File: src/rtl/st_capture_reg.sv
`default_nettype none
// ============================================================================
// Module   : st_capture_reg
// Purpose  : Status capture stage for a read-only register slice. Raw status
//            bits from inner logic are glitch-filtered. Each filtered bit is
//            then presented either as a live level or as a sticky rising-edge
//            flag. Sticky flags clear on a permitted read of this register's
//            address. A maskable interrupt is raised from the sticky flags.
// Revision : 1.0 - initial release
// ----------------------------------------------------------------------------
// Ports
//   i_clk       in   1   clock
//   i_rst_n     in   1   asynchronous active-low reset
//   i_st_raw    in   DW  raw status, synchronous to i_clk
//   i_ren       in   1   register read strobe
//   i_addr      in   AW  register address
//   i_rd_en     in   1   read permission (OR of mode enables, upstream)
//   i_irq_mask  in   DW  per-bit interrupt enable, 1 = enabled
//   o_ff_data   out  DW  status word to the read-only register
//   o_irq       out  1   registered interrupt
//   o_evt_cnt   out  CW  saturating rise count of filtered bit EVT_BIT
// ----------------------------------------------------------------------------
// Build option
//   ST_CAPTURE_EVT_CNT_EN : when defined, the event counter is built.
//                           When undefined, o_evt_cnt is tied to 0.
// ============================================================================
module st_capture_reg #(
    parameter int              DW          = 8,
    parameter int              AW          = 8,
    parameter logic [AW-1:0]   REG_ADDR    = {AW{1'b0}},
    parameter logic [DW-1:0]   STICKY_MASK = {DW{1'b1}},
    parameter int              FILT_CYC    = 2,
    parameter int              EVT_BIT     = 0,
    parameter int              CW          = 8
) (
    input  logic              i_clk,
    input  logic              i_rst_n,
    input  logic [DW-1:0]     i_st_raw,
    input  logic              i_ren,
    input  logic [AW-1:0]     i_addr,
    input  logic              i_rd_en,
    input  logic [DW-1:0]     i_irq_mask,
    output logic [DW-1:0]     o_ff_data,
    output logic              o_irq,
    output logic [CW-1:0]     o_evt_cnt
);

    // ------------------------------------------------------------------------
    // Elaboration-time parameter legality
    // ------------------------------------------------------------------------
    if ((EVT_BIT < 0) || (EVT_BIT >= DW) || (FILT_CYC < 1) || (FILT_CYC > 255)) begin : g_param_err
        $error("st_capture_reg: EVT_BIT must be < DW and FILT_CYC in 1..255");
    end

    // Counter value at which a pending change is accepted.
    localparam logic [7:0] c_FILT_LAST = 8'(FILT_CYC - 1);

    // ------------------------------------------------------------------------
    // State
    // ------------------------------------------------------------------------
    logic [DW-1:0] r_filt;
    logic [7:0]    r_cnt [DW];
    logic [DW-1:0] r_sticky;
    logic          r_irq;

    logic [DW-1:0] w_filt_next;
    logic [7:0]    w_cnt_next [DW];
    logic [DW-1:0] w_rise;
    logic          w_rd_clr;

    // ------------------------------------------------------------------------
    // Glitch filter: a bit must differ from its filtered value on FILT_CYC
    // consecutive edges before the new value is accepted. Any edge where raw
    // matches the filtered value restarts the count.
    // ------------------------------------------------------------------------
    always_comb begin
        w_filt_next = r_filt;
        for (int i = 0; i < DW; i++) begin
            w_cnt_next[i] = 8'd0;
            if (i_st_raw[i] != r_filt[i]) begin
                if (r_cnt[i] == c_FILT_LAST) begin
                    w_filt_next[i] = i_st_raw[i];
                end else begin
                    w_cnt_next[i] = r_cnt[i] + 8'd1;
                end
            end
        end
    end

    // Rise is taken on the same edge that updates the filtered value.
    assign w_rise   = w_filt_next & ~r_filt;

    // Combinational so it acts on the edge that ends the read cycle. The read
    // mux downstream therefore still sees the pre-clear value.
    assign w_rd_clr = i_ren & (i_addr == REG_ADDR) & i_rd_en;

    always_ff @(posedge i_clk or negedge i_rst_n) begin
        if (!i_rst_n) begin
            r_filt   <= '0;
            r_sticky <= '0;
            r_irq    <= 1'b0;
            for (int i = 0; i < DW; i++) begin
                r_cnt[i] <= 8'd0;
            end
        end else begin
            r_filt   <= w_filt_next;
            // Set wins over clear when both happen on the same edge.
            r_sticky <= (r_sticky & ~{DW{w_rd_clr}}) | w_rise;
            // Live bits are excluded so they never raise the interrupt.
            r_irq    <= |(r_sticky & i_irq_mask & STICKY_MASK);
            for (int i = 0; i < DW; i++) begin
                r_cnt[i] <= w_cnt_next[i];
            end
        end
    end

    assign o_ff_data = (STICKY_MASK & r_sticky) | (~STICKY_MASK & r_filt);
    assign o_irq     = r_irq;

    // ------------------------------------------------------------------------
    // Optional saturating event counter on filtered bit EVT_BIT
    // ------------------------------------------------------------------------
`ifdef ST_CAPTURE_EVT_CNT_EN
    localparam logic [CW-1:0] c_EVT_MAX = {CW{1'b1}};
    localparam logic [CW-1:0] c_EVT_ONE = CW'(1);

    logic [CW-1:0] r_evt_cnt;

    always_ff @(posedge i_clk or negedge i_rst_n) begin
        if (!i_rst_n) begin
            r_evt_cnt <= '0;
        end else if (w_rd_clr) begin
            // A rise coinciding with the clear counts as the first new event.
            r_evt_cnt <= w_rise[EVT_BIT] ? c_EVT_ONE : '0;
        end else if (w_rise[EVT_BIT] && (r_evt_cnt != c_EVT_MAX)) begin
            r_evt_cnt <= r_evt_cnt + c_EVT_ONE;
        end
    end

    assign o_evt_cnt = r_evt_cnt;
`else
    assign o_evt_cnt = '0;
`endif

endmodule
`default_nettype wire

File: config.mk
export PLATFORM = sky130hd
export DESIGN_NAME = st_capture_reg
export DESIGN_NICKNAME = d
export VERILOG_FILES = /design/src/rtl/st_capture_reg.sv
export SDC_FILE = /design/constraint.sdc
export NUM_CORES = 1
export LEC_CHECK = 0
export ABC_AREA = 1
export BUFFER_PORTS_ARGS = -buffer_cell sky130_fd_sc_hd__buf_2
export CORE_MARGIN = 4
export CORE_UTILIZATION = 26
export CTS_BUF_LIST = sky130_fd_sc_hd__clkbuf_16
export CTS_CLUSTER_DIAMETER = 80
export DETAILED_ROUTE_END_ITERATION = 8
export SYNTH_ARGS = -nofsm -noshare
export SYNTH_HDL_FRONTEND = slang
export SYNTH_SLANG_ARGS = --single-unit
File: constraint.sdc
create_clock -name i_clk -period 1.98 [get_ports i_clk]
set_input_delay 0.396 -clock i_clk [delete_from_list [all_inputs] [get_ports i_clk]]
set_output_delay 0.396 -clock i_clk [all_outputs]
set_load 0.01 [all_outputs]
==> results of run 1 <==
## layout make-up
cell class / count / share of cell area
inverters: 61 / 0.0451
flip-flops and latches: 81 / 0.399
clock inverters: 7 / 0.0143
repair buffers: 39 / 0.0453
well taps: 216 / 0.0532
multi-input cells: 420 / 0.399
clock buffers: 9 / 0.0443
## cell usage after synthesis, types with 2 or more instances
| cell | instances | share of area |
|---|---|---|
| xnor2_2 | 3 | 0.011 |
| xnor2_1 | 11 | 0.022 |
| nand2_2 | 4 | 0.0058 |
| dfrtp_1 | 81 | 0.47 |
| o21ai_0 | 22 | 0.026 |
| nand4_1 | 2 | 0.0029 |
| o21bai_1 | 12 | 0.021 |
| nand3_1 | 41 | 0.048 |
| ha_1 | 16 | 0.046 |
| inv_1 | 61 | 0.053 |
| nor2_1 | 132 | 0.11 |
| nand2_1 | 151 | 0.13 |
| buf_4 | 8 | 0.014 |
| xor2_1 | 12 | 0.024 |
| o21ai_1 | 2 | 0.0023 |
## through the flow
step / setup WS, ps / area (um2)
floorplan: 908 / 4340
global placement: 676 / 4780
detailed placement: 654 / 4780
CTS: 619 / 5080
global route: 606 / 5080
finish: 645 / 5080
## logic make-up after synthesis
logic type      count (synthesis)
flops                          81
buf+inv                        69
fa+ha+maj                      16
compound gates                 37
xor+xnor                       26
other cells                     1
simple gates                  333
## power by group
part / switching, mW / internal (mW)
Sequential: 0.310 / 1.95
Clock: 0.685 / 0.975
Combinational: 0.820 / 0.499
## registers in the layout (all words and copies together), names as in the netlist
signal / cells
r_cnt: 64
o_irq: 1
r_filt: 8
o_ff_data: 8
## per-layer routing
layer  vias up  track usage
li1       1824            -
met4         2       0.0349
met2        49        0.152
met5         -            0
met1      1490        0.138
met3        15       0.0324
## final timing paths
check | startpoint | to | slack, ps
worst max-delay path | o_ff_data[7] | o_ff_data[7] | 650
worst min-delay path | i_rst_n | r_cnt[63] | 30
worst max register to register | r_cnt[9] | o_ff_data[6] | 750
worst min register to register | r_cnt[32] | r_cnt[32] | 510
max in group asynchronous | i_rst_n | r_cnt[4] | 1390
min in group i_clk | i_st_raw[6] | r_filt[6] | 310
==> impl_metrics.py, run 1 <==
metrics = {
    "clock_network": {
        "cts_tree": "yes",
        "cts_root_buf": "clkbuf_16",
        "htreeDepth": 3,
        "cts_num_sinks": 81,
        "clock_latency_ps": 340,
        "cts_resized": 0,
        "path_clk_slew_ps": 60,
        "cts_buffer_depth": 2,
        "cts_setup_buffers": 0,
        "hold_buffers": 0,
        "cts_made_buffers": 9,
    },
    "critical_path": {
        "reg2regPathDepth": 6,
        "cp_slowest_stage_delay_ps": 430,
        "worst-path-buf-inv": 1,
        "slowest_stage": "dfrtp_1",
        "crit_required_ps": 1580,
        "path_depth": 1,
        "worstPathMaxFanout": 3,
        "crit_chain": "buf_2",
        "critPathArrivalTime_ps": 940,
        "critPathTopFamily": "flip-flops",
        "criticalPathCategory": "reg -> out",
        "endpoint_kind": "output pin",
        "start_kind": "flip-flop",
    },
    "synth": {
        "muxShareOfSynthArea": 0,
        "ys_ff_latch": 81,
        "ys_seq_area_frac": 0.470,
        "syn_inst": 563,
        "ys_async_sr_fraction": 1.00,
        "ys_warn_count": 0,
        "synth-simple-area-share": 0.307,
        "netlist_area_um2": 4310,
        "synth_compound_gate_area_share": 0.0508,
        "synthFlopType": "dfrtp_1",
        "synth_cell_types": 20,
        "synth-adder-area-share": 0.0464,
        "syn_avg_cell_area_um2": 7.66,
        "synthXorXnorAreaFrac": 0.0580,
        "synth_top_family_by_area": "simple AND/OR/NAND/NOR gates",
        "synth_edf_count": 0,
    },
    "layout": {
        "fin_util": 0.316,
        "finalNonFillerCells": 833,
        "fillCellCount": 1685,
        "num-nets-final": 656,
        "final_cell_mix": "nand2_1, nor2_1, dfrtp_1",
        "multi_input_area_um2": 2020,
        "antenna_cells": 0,
        "regArea_um2": 2030,
        "drive_gt1_frac": 0.104,
        "areaGrowthSynthToFinish_pct": 17.7,
        "final_common_cell": "nand2_1",
    },
    "die": {
        "fp.dieH_um": 137,
        "dieArea_um2": 18700,
        "start_util": 0.269,
        "num_io_pins": 45,
        "row_count": 46,
        "fp.dieW_um": 137,
        "core_um2": 16100,
    },
    "sta": {
        "min_period_ps": 1330,
        "slew_headroom": 0.636,
        "holdWs_ps": 32.8,
        "hold_viol_final": 0,
        "worst_pin_slew_ps": 546,
        "slew_violations": 0,
        "post-route-period-util": 0.674,
        "setup_viol": 0,
        "finClkSkew_ps": 4.99,
        "fmax_ghz": 0.749,
        "rsz0062_at_grt": "no",
        "setup_tns_ps": 0,
    },
    "placed_design": {
        "gp_congestion": 0.806,
        "hpwlAfterDp_um": 6700,
        "place.port_buffers": 36,
        "dp.cells": 817,
    },
    "global_route": {
        "grt_max_degree": 40,
        "grt_pass1_vias": 3147,
        "grt_pass1_wl_um": 14800,
        "antenna_found_initial": 1,
        "grt.overflow.total": 0,
        "grt_usage": 0.101,
    },
    "pwr": {
        "leakage_nw": 2.38,
        "ir_drop_mv": 0.462,
        "power.total_mw": 5.24,
        "powerDensity_nw_per_um2": 1030,
    },
    "route": {
        "routed-via-count": 3380,
        "drt_iter0_markers": 271,
        "wl_met3_um": 564,
        "drt_wl_total_um": 8790,
        "wl_met2_um": 3680,
        "wl_met1_um": 4420,
        "wl_per_cell_um": 10.6,
        "dr.pass1.iters": 4,
        "viasPerCell": 4.06,
        "drc": 0,
        "highest_layer": "met5",
        "antenna_left": 0,
    },
    "min_path": {
        "hold_path_class": "in -> async",
    },
    "run": {
        "maxCapViolations": 0,
    },
    "outcome": {
        "status": "completed",
    },
}
No activity file was read; power rests on OpenSTA's default activity.
==> run 2: changes to the inputs <==
- ABC_AREA: 1 -> 0
- clock period: 1.98 -> 1.3 ns (I/O delays scaled with it)
==> impl_metrics.py, run 2 <==
metrics = {
    "route": {
        "drt_iter0_markers": 124,
        "viasPerCell": 4.65,
        "routed-via-count": 3104,
        "drc": 0,
        "dr.pass1.iters": 4,
        "antenna_left": 0,
        "drt_wl_total_um": 9090,
        "wl_per_cell_um": 13.6,
    },
    "pwr": {
        "leakage_nw": 2.24,
        "powerDensity_nw_per_um2": 1740,
        "ir_drop_mv": 0.679,
    },
    "global_route": {
        "gr-usage-met2": 0.183,
        "grt.overflow.total": 0,
        "grt_util_met1": 0.125,
        "grt_max_degree": 36,
        "met3_usage": 0.0323,
        "grt_pass1_vias": 3029,
        "grt_usage": 0.107,
        "busiest_layer": "met2",
        "antenna_found_initial": 0,
        "grt_pass1_wl_um": 14200,
    },
    "run": {
        "maxCapViolations": 0,
    },
    "clock_network": {
        "cts_made_buffers": 9,
        "path_clk_slew_ps": 60,
        "cts_tree": "yes",
        "cts_buffer_depth": 2,
        "htreeDepth": 3,
        "cts_num_sinks": 81,
        "cts_root_buf": "clkbuf_16",
        "clock_latency_ps": 340,
    },
    "layout": {
        "fillCellCount": 1394,
        "areaGrowthSynthToFinish_pct": 43.1,
        "fin_util": 0.381,
        "num-nets-final": 522,
        "final_common_cell": "dfrtp_1",
        "regMostFlops": "r_cnt",
        "largest_register_ffs": 64,
        "final_cell_mix": "dfrtp_1, buf_4, buf_2",
        "antenna_cells": 0,
        "drive_gt1_frac": 0.422,
    },
    "critical_path": {
        "slowest_stage": "dfrtp_1",
        "reg2regPathDepth": 3,
        "crit_required_ps": 1520,
        "start_kind": "flip-flop",
        "r2r-end": "r_filt[1]",
        "critPathArrivalTime_ps": 1610,
        "endpoint_kind": "flip-flop",
        "worstPathMaxFanout": 4,
        "worst-path-buf-inv": 0,
        "crit_chain": "nor3_1 -> nand2_1 -> mux2_2",
        "path_depth": 3,
        "criticalPathCategory": "reg -> reg",
        "critPathTopFamily": "simple AND/OR/NAND/NOR gates",
        "r2r_start": "r_cnt[50]",
        "ff2ff_setup_slack_ps": -90,
        "crit_start": "r_cnt[50]",
        "crit_path_end": "r_filt[1]",
        "cp_slowest_stage_delay_ps": 440,
    },
    "synth": {
        "yosysMostFrequentCell": "dfrtp_1",
        "synth_area_leaders": "dfrtp_1, ha_1, nor2_1, nand3_1, xor2_1",
        "synthFlopType": "dfrtp_1",
        "synth_edf_count": 0,
        "synth_top_area_share": 0.524,
        "ys_async_sr_fraction": 1.00,
        "netlist_area_um2": 3870,
        "syn_inst": 374,
        "synth_top_area_cell": "dfrtp_1",
        "synth_cell_types": 29,
        "syn_avg_cell_area_um2": 10.4,
        "ys_ff_latch": 81,
        "synth_commonest_cells": "dfrtp_1, nor2_1, nand3_1, a21oi_1, o21ai_0",
        "ys_warn_count": 0,
        "ys_seq_area_frac": 0.524,
    },
    "sta": {
        "rsz0062_at_grt": "yes",
        "finClkSkew_ps": 5.67,
        "setup_slack_ps": -89.8,
        "min_period_ps": 1390,
        "post-route-period-util": 1.07,
        "slew_violations": 0,
        "fmax_ghz": 0.720,
        "holdWs_ps": 185,
        "hold_viol_final": 0,
        "setup_viol": 24,
    },
    "min_path": {
        "hold_path_class": "in -> reg",
    },
    "die": {
        "row_count": 44,
        "fp.dieW_um": 130,
        "dieArea_um2": 16900,
        "num_io_pins": 45,
        "core_um2": 14500,
        "start_util": 0.266,
        "fp.dieH_um": 130,
    },
    "placed_design": {
        "gp_congestion": 0.772,
        "place.port_buffers": 36,
        "hpwlAfterDp_um": 6180,
    },
    "outcome": {
        "violations": "negative setup slack",
        "status": "complete, but fails checks",
    },
}
run 2: cell type report:
cell class                      count  area, um2  area share
Clock inverter                      7       87.6      0.0158
Inverter                           12       45.0     0.00813
Clock buffer                        9        225      0.0407
Multi-Input combinational cell    280       2240       0.405
Tap cell                          184        230      0.0416
Timing Repair Buffer               94        676       0.122
Sequential cell                    81       2030       0.367
run 2: cells by family after synthesis:
logic type | synth area share
xor gates and xnor gates | 0.0611
muxes | 0.0233
other | 0.000969
AOI/OAI and AO/OA | 0.109
DFF | 0.524
buffers and inverters | 0.0271
adders and majority gates | 0.0517
and+or+nand+nor | 0.204
run 2: worst min path at each step:
stage	slack [ps]	cells after the start	end	start
floorplan	-40	0	o_ff_data[0]	i_rst_n
global placement	180	1	r_cnt[58]	i_rst_n
detailed placement	190	1	r_cnt[58]	i_rst_n
CTS	180	2	r_filt[0]	i_st_raw[0]
global route	180	2	r_filt[0]	i_st_raw[0]
finish	180	2	r_filt[0]	i_st_raw[0]
run 2: timing repair:
item                                   4_1_cts  5_1_grt
hold buffers                                 1        0
pin swaps                                    5       36
setup endpoints to repair                   55       76
endpoints found under the hold margin       20        0
gates resized for setup                     21       89
buffers inserted                             7        8
run 2: stage by stage:
| stage | TNS, ps | setup WS (ps) | instances | total power [mW] | cell area (um2) |
|---|---|---|---|---|---|
| 6_report | -1060 | -89.8 | 667 | 9.66 | 5540 |
| 2_1_floorplan | 0 | 27.7 | 381 | 4.86 | 3950 |
| 5_1_grt | -3970 | -155 | 667 | 10.2 | 5540 |
| 4_1_cts | -512 | -79.9 | 660 | 8.94 | 5130 |
| 3_3_place_gp | -440 | -44.4 | 636 | 5.87 | 4650 |
| 3_5_place_dp | -2640 | -93.7 | 636 | 5.97 | 4650 |
run 2: power by group:
part | internal, mW | leakage [nW] | switching, mW | total (mW)
registers | 3.00 | 1.05 | 0.479 | 3.48
logic | 1.88 | 1.03 | 1.65 | 3.53
clock network | 1.66 | 0.156 | 0.981 | 2.64
run 2: metal layers:
| metal | routed length (um) | up-vias | share of wire |
|---|---|---|---|
| met5 | 0 | - | 0 |
| met4 | 100 | 0 | 0.011 |
| met3 | 317 | 11 | 0.035 |
| met2 | 4700 | 46 | 0.52 |
| met1 | 3970 | 1520 | 0.44 |
| li1 | - | 1527 | - |
==> run 3: changes to the inputs <==
- CORE_MARGIN: 4 -> 5
==> impl_metrics.py, run 3 (same netlist as run 2, synthesis figures left out) <==
metrics = {
    "layout": {
        "final_common_cell": "dfrtp_1",
        "drive_gt1_frac": 0.411,
        "regArea_um2": 2030,
        "final_cell_mix": "dfrtp_1, buf_4, buf_2",
        "stdcell_area_um2": 5530,
        "fillCellCount": 1363,
        "antenna_cells": 0,
        "num-nets-final": 529,
        "multi_input_area_um2": 2220,
        "largest_register_ffs": 64,
        "areaGrowthSynthToFinish_pct": 42.8,
        "regMostFlops": "r_cnt",
    },
    "global_route": {
        "grt_max_degree": 35,
        "grt_usage": 0.0986,
        "grt_pass1_wl_um": 14300,
        "grt_pass1_vias": 3102,
        "antenna_found_initial": 0,
        "grt.overflow.total": 0,
    },
    "die": {
        "num_io_pins": 45,
        "core_um2": 14600,
        "dieArea_um2": 17400,
        "fp.dieH_um": 132,
        "start_util": 0.265,
        "fp.dieW_um": 132,
        "row_count": 44,
    },
    "sta": {
        "slew_violations": 0,
        "hold_viol_final": 0,
        "holdWs_ps": 200,
        "finClkSkew_ps": 3.76,
        "post-route-period-util": 1.06,
        "setup_slack_ps": -79.6,
        "setup_viol": 34,
        "rsz0062_at_grt": "yes",
        "fmax_ghz": 0.725,
        "min_period_ps": 1380,
    },
    "clock_network": {
        "cts_root_buf": "clkbuf_16",
        "htreeDepth": 3,
        "cts_num_sinks": 81,
        "cts_buffer_depth": 2,
        "cts_made_buffers": 9,
        "cts_tree": "yes",
        "clock_latency_ps": 330,
        "path_clk_slew_ps": 50,
    },
    "route": {
        "viasPerCell": 4.67,
        "dr.pass1.iters": 4,
        "routed-via-count": 3141,
        "wl_per_cell_um": 13.4,
        "antenna_left": 0,
        "drt_iter0_markers": 87,
        "drt_wl_total_um": 9020,
        "drc": 0,
    },
    "critical_path": {
        "start_kind": "flip-flop",
        "critPathArrivalTime_ps": 1590,
        "crit_required_ps": 1510,
        "endpoint_kind": "flip-flop",
        "criticalPathCategory": "reg -> reg",
        "worstPathMaxFanout": 2,
    },
    "outcome": {
        "violations": "negative setup slack",
        "status": "complete, but fails checks",
    },
    "min_path": {
        "hold_path_class": "in -> reg",
    },
    "pwr": {
        "powerDensity_nw_per_um2": 1690,
        "pwr-share-comb": 0.376,
        "switchingPower_mw": 3.01,
        "p_int_mw": 6.32,
        "ir_drop_mv": 0.573,
        "pwr-share-clk": 0.253,
        "leakage_nw": 2.25,
        "swShare": 0.322,
        "p_seq_frac": 0.371,
    },
    "placed_design": {
        "gp_congestion": 0.793,
        "placed_area_um2": 4660,
        "place.port_buffers": 36,
        "hpwlAfterDp_um": 6120,
    },
    "run": {
        "maxCapViolations": 0,
    },
}
run 3: critical path, stage by stage, from the launching register on:
cell and delay [ps]:
dfrtp_1 370, inv_1 60, ha_2 170, nor4b_4 230, nand2_1 150, mux2_2 290
run 3: per-layer routing:
layer / vias up / track usage / share of wire
met4: 0 / 0.0446 / 0.018
li1: 1545 / - / -
met3: 12 / 0.0183 / 0.033
met1: 1541 / 0.119 / 0.42
met2: 43 / 0.170 / 0.52
met5: - / 0 / 0
run 3: worst paths after layout:
| check | start | end | slack [ps] | depth (start not counted) |
|---|---|---|---|---|
| worst min-delay path | i_st_raw[6] | r_filt[6] | 200 | 2 |
| worst max-delay path | r_cnt[25] | r_filt[4] | -80 | 5 |
| max in group asynchronous | i_rst_n | r_cnt[16] | 370 | 3 |
| worst max register to register | r_cnt[25] | r_filt[4] | -80 | 5 |
| worst min register to register | r_cnt[0] | r_cnt[0] | 510 | 1 |
| min in group asynchronous | i_rst_n | r_cnt[2] | 400 | 2 |
run 3: area by class of cell:
type / instances / area share
Clock buffer: 9 / 0.0407
Clock inverter: 6 / 0.00951
Inverter: 12 / 0.00815
Multi-Input combinational cell: 280 / 0.402
Sequential cell: 81 / 0.368
Tap cell: 184 / 0.0416
Timing Repair Buffer: 101 / 0.130
run 3: metrics by stage:
stage               std cells  setup TNS [ps]   util  total power [mW]  setup WS (ps)
floorplan                 381               0      -              4.86           27.7
global placement          637            -659  0.319              5.90          -53.3
detailed placement        637           -2010  0.319              6.01          -92.2
CTS                       657            -162  0.349              8.67          -58.8
global route              673           -4600  0.379              9.88           -131
finish                    673           -1510  0.379              9.33          -79.6
run 3: power groups by stage:
| stage | Clock [mW] | Combinational (mW) | Sequential (mW) |
|---|---|---|---|
| CTS | 2.43 | 2.80 | 3.44 |
| detailed placement | 0 | 2.54 | 3.48 |
| finish | 2.36 | 3.51 | 3.46 |
| floorplan | 0 | 1.38 | 3.49 |
| global placement | 0 | 2.46 | 3.44 |
| global route | 2.53 | 3.82 | 3.53 |
run 3: timing repair:
item	in CTS	in global routing
endpoints found under the setup margin	48	70
gates resized for setup	23	76
hold endpoints to repair	25	0
pin swaps	8	32
hold buffers	1	0
buffers inserted	4	16
